--- src/rtl/mips_pkg.sv ---
// Shared definitions for the MIPS-style pipeline front end.
//   fetch_state_e    : instruction-fetch FSM states
//   NOP_INSTR        : encoding placed in a pipeline register that holds no instruction
//   OPCODE_MSB/LSB   : position of the primary opcode field in an instruction word
//   DEFAULT_RESET_PC : PC loaded on reset unless a block overrides it
package mips_pkg;

   typedef enum logic [1:0] {
      S_FETCH  = 2'd0,  // issue a request whenever IF/ID can take a new entry
      S_WAIT   = 2'd1,  // request outstanding, memory inserting wait states
      S_HOLD   = 2'd2,  // fetched word parked in the skid register
      S_SQUASH = 2'd3   // finishing a request whose data must be thrown away
   } fetch_state_e;

   localparam logic [31:0] NOP_INSTR        = 32'h0000_0000;
   localparam int          OPCODE_MSB       = 31;
   localparam int          OPCODE_LSB       = 26;
   localparam logic [31:0] DEFAULT_RESET_PC = 32'h0000_0000;

endpackage

--- src/rtl/if_id_pipe_reg.sv ---
// Generic valid/instr/pc4 pipeline register.
//   clk, reset   : rising-edge clock, synchronous active-high reset
//   load         : capture load_instr/load_pc4 and mark the entry valid
//   flush        : drop the entry (valid=0, instr=NOP); wins over load
//   load_instr   : instruction to capture
//   load_pc4     : address of that instruction + 4
//   valid/instr/pc4 : registered contents
// With neither load nor flush the entry holds unchanged.
module if_id_pipe_reg
   import mips_pkg::*;
#(
   parameter int PC_WIDTH = 32
) (
   input  logic                clk,
   input  logic                reset,
   input  logic                load,
   input  logic                flush,
   input  logic [31:0]         load_instr,
   input  logic [PC_WIDTH-1:0] load_pc4,
   output logic                valid,
   output logic [31:0]         instr,
   output logic [PC_WIDTH-1:0] pc4
);

   logic                valid_q, valid_d;
   logic [31:0]         instr_q, instr_d;
   logic [PC_WIDTH-1:0] pc4_q, pc4_d;

   always_comb begin
      valid_d = valid_q;
      instr_d = instr_q;
      pc4_d   = pc4_q;
      if (flush) begin
         // pc4 is left alone; it is meaningless once valid is low.
         valid_d = 1'b0;
         instr_d = NOP_INSTR;
      end else if (load) begin
         valid_d = 1'b1;
         instr_d = load_instr;
         pc4_d   = load_pc4;
      end
   end

   always_ff @(posedge clk) begin
      if (reset) begin
         valid_q <= 1'b0;
         instr_q <= NOP_INSTR;
         pc4_q   <= '0;
      end else begin
         valid_q <= valid_d;
         instr_q <= instr_d;
         pc4_q   <= pc4_d;
      end
   end

   assign valid = valid_q;
   assign instr = instr_q;
   assign pc4   = pc4_q;

endmodule

--- src/rtl/if_fetch_stage.sv ---
// Instruction-fetch stage feeding the main control decoder.
//   clk, reset        : rising-edge clock, synchronous active-high reset
//   imem_req/addr     : fetch request to instruction memory
//   imem_ready/rdata  : memory acceptance and same-cycle read data
//   stall             : downstream cannot take a new IF/ID entry
//   redirect_valid/pc : taken branch/jump, flushes IF/ID and refetches
//   if_id_valid/instr/pc4 : IF/ID pipeline register contents
//   if_opcode         : opcode field of if_id_instr for the decoder
//   dbg_state         : current fetch FSM state
//
// Handshake: imem_req/imem_addr form a request; a transfer happens in any
// cycle where imem_req && imem_ready, with imem_rdata valid in that cycle.
// Once imem_req rises without ready, it stays high with imem_addr stable
// until ready (reset and redirect in S_FETCH are the only exceptions, and
// memory tolerates an abandoned request).
module if_fetch_stage
   import mips_pkg::*;
#(
   parameter int                  PC_WIDTH = 32,
   parameter logic [PC_WIDTH-1:0] RESET_PC = PC_WIDTH'(DEFAULT_RESET_PC)
) (
   input  logic                clk,
   input  logic                reset,
   output logic                imem_req,
   output logic [PC_WIDTH-1:0] imem_addr,
   input  logic                imem_ready,
   input  logic [31:0]         imem_rdata,
   input  logic                stall,
   input  logic                redirect_valid,
   input  logic [PC_WIDTH-1:0] redirect_pc,
   output logic                if_id_valid,
   output logic [31:0]         if_id_instr,
   output logic [PC_WIDTH-1:0] if_id_pc4,
   output logic [5:0]          if_opcode,
   output fetch_state_e        dbg_state
);

   fetch_state_e        state_q, state_d;
   logic [PC_WIDTH-1:0] pc_q, pc_d;
   logic [31:0]         skid_q, skid_d;
   logic [PC_WIDTH-1:0] saved_target_q, saved_target_d;

   logic                slot_free;
   logic                req_int;
   logic                pipe_load;
   logic                pipe_flush;
   logic [31:0]         pipe_instr;
   logic [PC_WIDTH-1:0] pipe_pc4;
   logic [PC_WIDTH-1:0] pc_inc;
   logic [PC_WIDTH-1:0] redirect_target;

   // IF/ID can accept a new entry when empty or when it drains this cycle.
   assign slot_free       = !if_id_valid || !stall;
   assign pc_inc          = pc_q + PC_WIDTH'(4);
   assign redirect_target = redirect_pc & ~PC_WIDTH'(3);

   always_comb begin
      req_int = 1'b0;
      case (state_q)
         S_FETCH:  req_int = slot_free;
         S_WAIT:   req_int = 1'b1;
         S_HOLD:   req_int = 1'b0;
         S_SQUASH: req_int = 1'b1;
         default:  req_int = 1'b0;
      endcase
   end

   always_comb begin
      state_d        = state_q;
      pc_d           = pc_q;
      skid_d         = skid_q;
      saved_target_d = saved_target_q;
      pipe_load      = 1'b0;
      pipe_instr     = imem_rdata;
      pipe_pc4       = pc_inc;

      case (state_q)
         S_FETCH: begin
            if (redirect_valid) begin
               pc_d = redirect_target;
            end else if (req_int && imem_ready) begin
               pipe_load = 1'b1;
               pc_d      = pc_inc;
            end else if (req_int) begin
               state_d = S_WAIT;
            end
         end

         S_WAIT: begin
            if (redirect_valid) begin
               // The outstanding request must still complete; its data is
               // discarded in S_SQUASH before the new target is fetched.
               saved_target_d = redirect_target;
               state_d        = S_SQUASH;
            end else if (imem_ready) begin
               pc_d = pc_inc;
               if (slot_free) begin
                  pipe_load = 1'b1;
                  state_d   = S_FETCH;
               end else begin
                  skid_d  = imem_rdata;
                  state_d = S_HOLD;
               end
            end
         end

         S_HOLD: begin
            if (redirect_valid) begin
               pc_d    = redirect_target;
               state_d = S_FETCH;
            end else if (slot_free) begin
               // pc already advanced past the parked word, so pc_q is its pc+4.
               pipe_load  = 1'b1;
               pipe_instr = skid_q;
               pipe_pc4   = pc_q;
               state_d    = S_FETCH;
            end
         end

         S_SQUASH: begin
            if (redirect_valid) begin
               saved_target_d = redirect_target;
               if (imem_ready) begin
                  pc_d    = redirect_target;
                  state_d = S_FETCH;
               end
            end else if (imem_ready) begin
               pc_d    = saved_target_q;
               state_d = S_FETCH;
            end
         end

         default: begin
            state_d = S_FETCH;
         end
      endcase
   end

   // A redirect kills the entry; otherwise a drained slot with nothing new
   // behind it empties. A stalled valid entry sees neither and holds.
   assign pipe_flush = redirect_valid || (slot_free && !pipe_load);

   always_ff @(posedge clk) begin
      if (reset) begin
         state_q        <= S_FETCH;
         pc_q           <= RESET_PC;
         skid_q         <= NOP_INSTR;
         saved_target_q <= '0;
      end else begin
         state_q        <= state_d;
         pc_q           <= pc_d;
         skid_q         <= skid_d;
         saved_target_q <= saved_target_d;
      end
   end

   if_id_pipe_reg #(
      .PC_WIDTH (PC_WIDTH)
   ) u_if_id (
      .clk        (clk),
      .reset      (reset),
      .load       (pipe_load),
      .flush      (pipe_flush),
      .load_instr (pipe_instr),
      .load_pc4   (pipe_pc4),
      .valid      (if_id_valid),
      .instr      (if_id_instr),
      .pc4        (if_id_pc4)
   );

   assign imem_req  = req_int && !reset;
   assign imem_addr = pc_q;
   assign if_opcode = if_id_instr[OPCODE_MSB:OPCODE_LSB];
   assign dbg_state = state_q;

endmodule

--- config.mk ---
export PLATFORM = sky130hd
export DESIGN_NAME = if_fetch_stage
export DESIGN_NICKNAME = d
export VERILOG_FILES = /design/src/rtl/mips_pkg.sv /design/src/rtl/if_id_pipe_reg.sv /design/src/rtl/if_fetch_stage.sv
export SDC_FILE = /design/constraint.sdc
export NUM_CORES = 1
export LEC_CHECK = 0
export CAP_MARGIN = 5
export CORE_MARGIN = 2
export CORE_UTILIZATION = 45
export CTS_CLUSTER_SIZE = 20
export DETAILED_ROUTE_END_ITERATION = 7
export PLACE_DENSITY_LB_ADDON = 0.12
export SLEW_MARGIN = 20
export SYNTH_ARGS = -nofsm -noshare
export SYNTH_HDL_FRONTEND = slang
export SYNTH_SLANG_ARGS = --single-unit
--- constraint.sdc ---
create_clock -name clk -period 1.94 [get_ports clk]
set_clock_uncertainty 0.05 [all_clocks]
set_input_delay 0.388 -clock clk [delete_from_list [all_inputs] [get_ports clk]]
set_output_delay 0.388 -clock clk [all_outputs]
set_load 0.1 [all_outputs]
==> run_results.csv <==
group,metric,value,unit
logic_synthesis,synth_edf_count,0,
logic_synthesis,synth_top_cell_area_share,0.421,
clock_tree,clk_latency,430,ps
logic_synthesis,syn_avg_cell_area,7.78,um2
floorplanning,fp-row-count,47,
global_routing,grt_max_degree,53,
worst_setup_path,r2r_end,"imem_addr[30]$_SDFFE_PP0P_",
drt,drt_drc_violations_left,0,
global_routing,grt_pass1_wl,38000,um
global_routing,antenna_found_initial,0,
logic_synthesis,synth_async_sr_flop_share,0,
worst_setup_path,path_max_fanout,4,
timing,fin_crit_sh,0.990,
logic_synthesis,ys_top_cells_by_area,"dfxtp_1 (42%), nand2_1 (11%), a21oi_1 (6.6%)",
logic_synthesis,ys_warn_count,0,
floorplanning,initial_core_util,0.455,
global_routing,first_global_vias,7055,
power,ir_drop,0.625,mV
worst_hold_path,holdPathStages,2,
logic_synthesis,netlist_area,0.00746,mm2
placement,post-place-ws,-430,ps
timing,rsz0062_at_grt,"yes",
clock_tree,cts_buffer_depth,2,
timing,hold_viol_final,0,
drt,ant_nets,0,
finish,nets,1261,
global_routing,track_usage,0.270,
floorplanning,core,0.0164,mm2
finish,layout-drive-gt1-share,0.283,
finish,fill_cells,1226,
drt,num_vias,7944,
drt,viasPerCell,5.58,
logic_synthesis,synth_ff_type,"dfxtp_1",
placement,hpwlAfterDp,17200,um
worst_setup_path,regToRegSetupSlack,20,ps
drt,drt_iter0_drc,646,
finish,utilization,0.722,
clock_tree,cts_made_buffers,17,
drt,wirelength,24500,um
timing,final.setup.tns,0,ps
placement,dp_cells,1379,
worst_hold_path,min_to,"imem_addr[10]$_SDFFE_PP0P_",
worst_hold_path,min_from,"reset",
logic_synthesis,ys_ff_latch,157,
clock_tree,root_buffer,"clkbuf_16",
worst_setup_path,worstRegToRegCells,6,
run_status,outcome,"finished clean",
floorplanning,io_pins,175,
drt,dr.pass1.iters,5,
placement,gp_congestion,0.914,
run,drv_cap,0,
logic_synthesis,yosys.area.top_type,"dfxtp_1",
logic_synthesis,synth_cell_types,61,
power,pwr_density_cell,800,mW/mm2
timing,max_freq,0.520,GHz
floorplanning,die_x,133,um
timing,whs,308,ps
clock_tree,clock_sinks,157,
finish,layout.cells.non_filler,1424,
clock_tree,cts_tree,"done",
clock_tree,hold_buffers,0,
clock_tree,htree_levels,4,
timing,min_period,1920,ps
power,power.leakage,4.45,nW
timing,slew_violations,0,
worst_hold_path,hp-class,"in -> reg",
worst_setup_path,r2r_start,"imem_addr[23]$_SDFFE_PP0P_",
placement,io_buffers,168,
timing,setup_violations,0,
clock_tree,clkSlewWorstSetupHoldPaths,60,ps
finish,syn2layout_area_growth,58.7,%
worst_setup_path,cp-start-kind,"flip-flop",
worst_setup_path,setup.worst_path.class,"reg -> reg",
global_routing,grt_overflow_total,0,
worst_setup_path,crit_path_end_kind,"flip-flop",
logic_synthesis,ys_seq_area_frac,0.421,
logic_synthesis,synthCells,959,
finish,diodes,0,
floorplanning,die-area,0.0176,mm2
timing,fin_ws,18.7,ps
floorplanning,die-height,133,um
worst_setup_path,crit_arrival,2220,ps
worst_setup_path,critPathRequiredTime,2240,ps
drt,wire_per_inst,17.2,um
critical path, stage by stage, from the launching register on:
cell	delay, ps
dfxtp_4	350
nand4_1	240
buf_4	230
nor4_4	190
nand3_1	170
or4_1	490
a31oi_1	140
cell type report:
cell class | count | area, um2 | area share
Clock buffer | 18 | 450 | 0.0380
Inverter | 13 | 53.8 | 0.00454
Tap cell | 220 | 275 | 0.0232
Multi-Input combinational cell | 699 | 4080 | 0.344
Timing Repair Buffer | 303 | 3580 | 0.302
Clock inverter | 14 | 153 | 0.0129
Sequential cell | 157 | 3250 | 0.275
layout by cell type (no fill, tap or decap), drive strengths merged, types with 12 or more instances in the layout:
cell type	netlist	final
xnor2	20	20
o21ai	28	28
a31oi	14	14
nand2	220	220
a211oi	24	24
clkdlybuf4s50	0	63
clkbuf	63	21
dfxtp	157	157
nand3	23	23
nor2	84	84
buf	30	235
nor4	17	17
nor3	17	17
a311oi	34	34
nand4	12	12
inv	12	20
a21oi	99	99
a22o	16	16
routing by layer:
layer,vias to the layer above,track usage,share of wire
li1,3861,-,-
met1,3708,0.397,0.45
met2,339,0.400,0.45
met3,36,0.0490,0.078
met4,0,0.0872,0.018
met5,-,0,0
per-stage QoR:
step / power [mW] / instance area [um2]
CTS: 9.45 / 11600
detailed placement: 6.01 / 11000
global placement: 5.99 / 11000
global route: 9.79 / 11800
finish: 9.48 / 11800
floorplan: 4.97 / 7790
state kept, by name, indices dropped and copies added, names as in the netlist:
name	cells
imem_addr	30
dbg_state	2
saved_target_q	30
u_if_id.pc4	30
u_if_id.valid	1
u_if_id.instr	32
skid_q	32
how the worst max path moves through the flow:
stage	startpoint	cells after the start	slack, ps	end
final	imem_addr[23]$_SDFFE_PP0P_	6	20	imem_addr[30]$_SDFFE_PP0P_
after global routing	imem_addr[23]$_SDFFE_PP0P_	7	-50	u_if_id.pc4[31]$_SDFFE_PP0P_
after CTS	redirect_valid	8	6	imem_addr[16]$_SDFFE_PP0P_
after detailed placement	redirect_valid	8	-430	imem_addr[16]$_SDFFE_PP0P_
after global placement	stall	6	-350	imem_addr[30]$_SDFFE_PP0P_
after floorplan	imem_addr[10]$_SDFFE_PP0P_	6	-230	imem_addr[19]$_SDFFE_PP0P_
synth_stat cells (all sizes together) (9+ instances only):
master    n
nand4    12
a21oi    99
nand2   220
inv      12
buf      30
a311oi   34
nor3     17
xnor2    20
a31oi    14
nand3    23
clkbuf   63
a22o     16
o21ai    28
nor2     84
or3       9
nor4     17
a211oi   24
dfxtp   157
logic make-up (layout without fill, tap and decap cells):
logic type,count (synthesis),count (layout),share of synthesized area
simple gates,413,413,0.259
mux,4,4,0.00536
xor+xnor,23,23,0.0270
flops,157,157,0.421
compound gates,253,253,0.223
other cells,1,4,0.000502
fa+ha+maj,2,2,0.00302
buf+inv,106,348,0.0617
power breakdown:
group | internal (mW) | switching (mW)
clock network | 2.00 | 1.47
registers | 3.35 | 0.159
logic | 0.964 | 1.54
what timing repair did:
item | CTS | global route
endpoints found under the setup margin | 4 | 56
resized for setup | 2 | 23
pin swaps | 2 | 5
setup buffers | 4 | 6
gates cloned | 0 | 3
No activity file was read; power rests on OpenSTA's default activity.
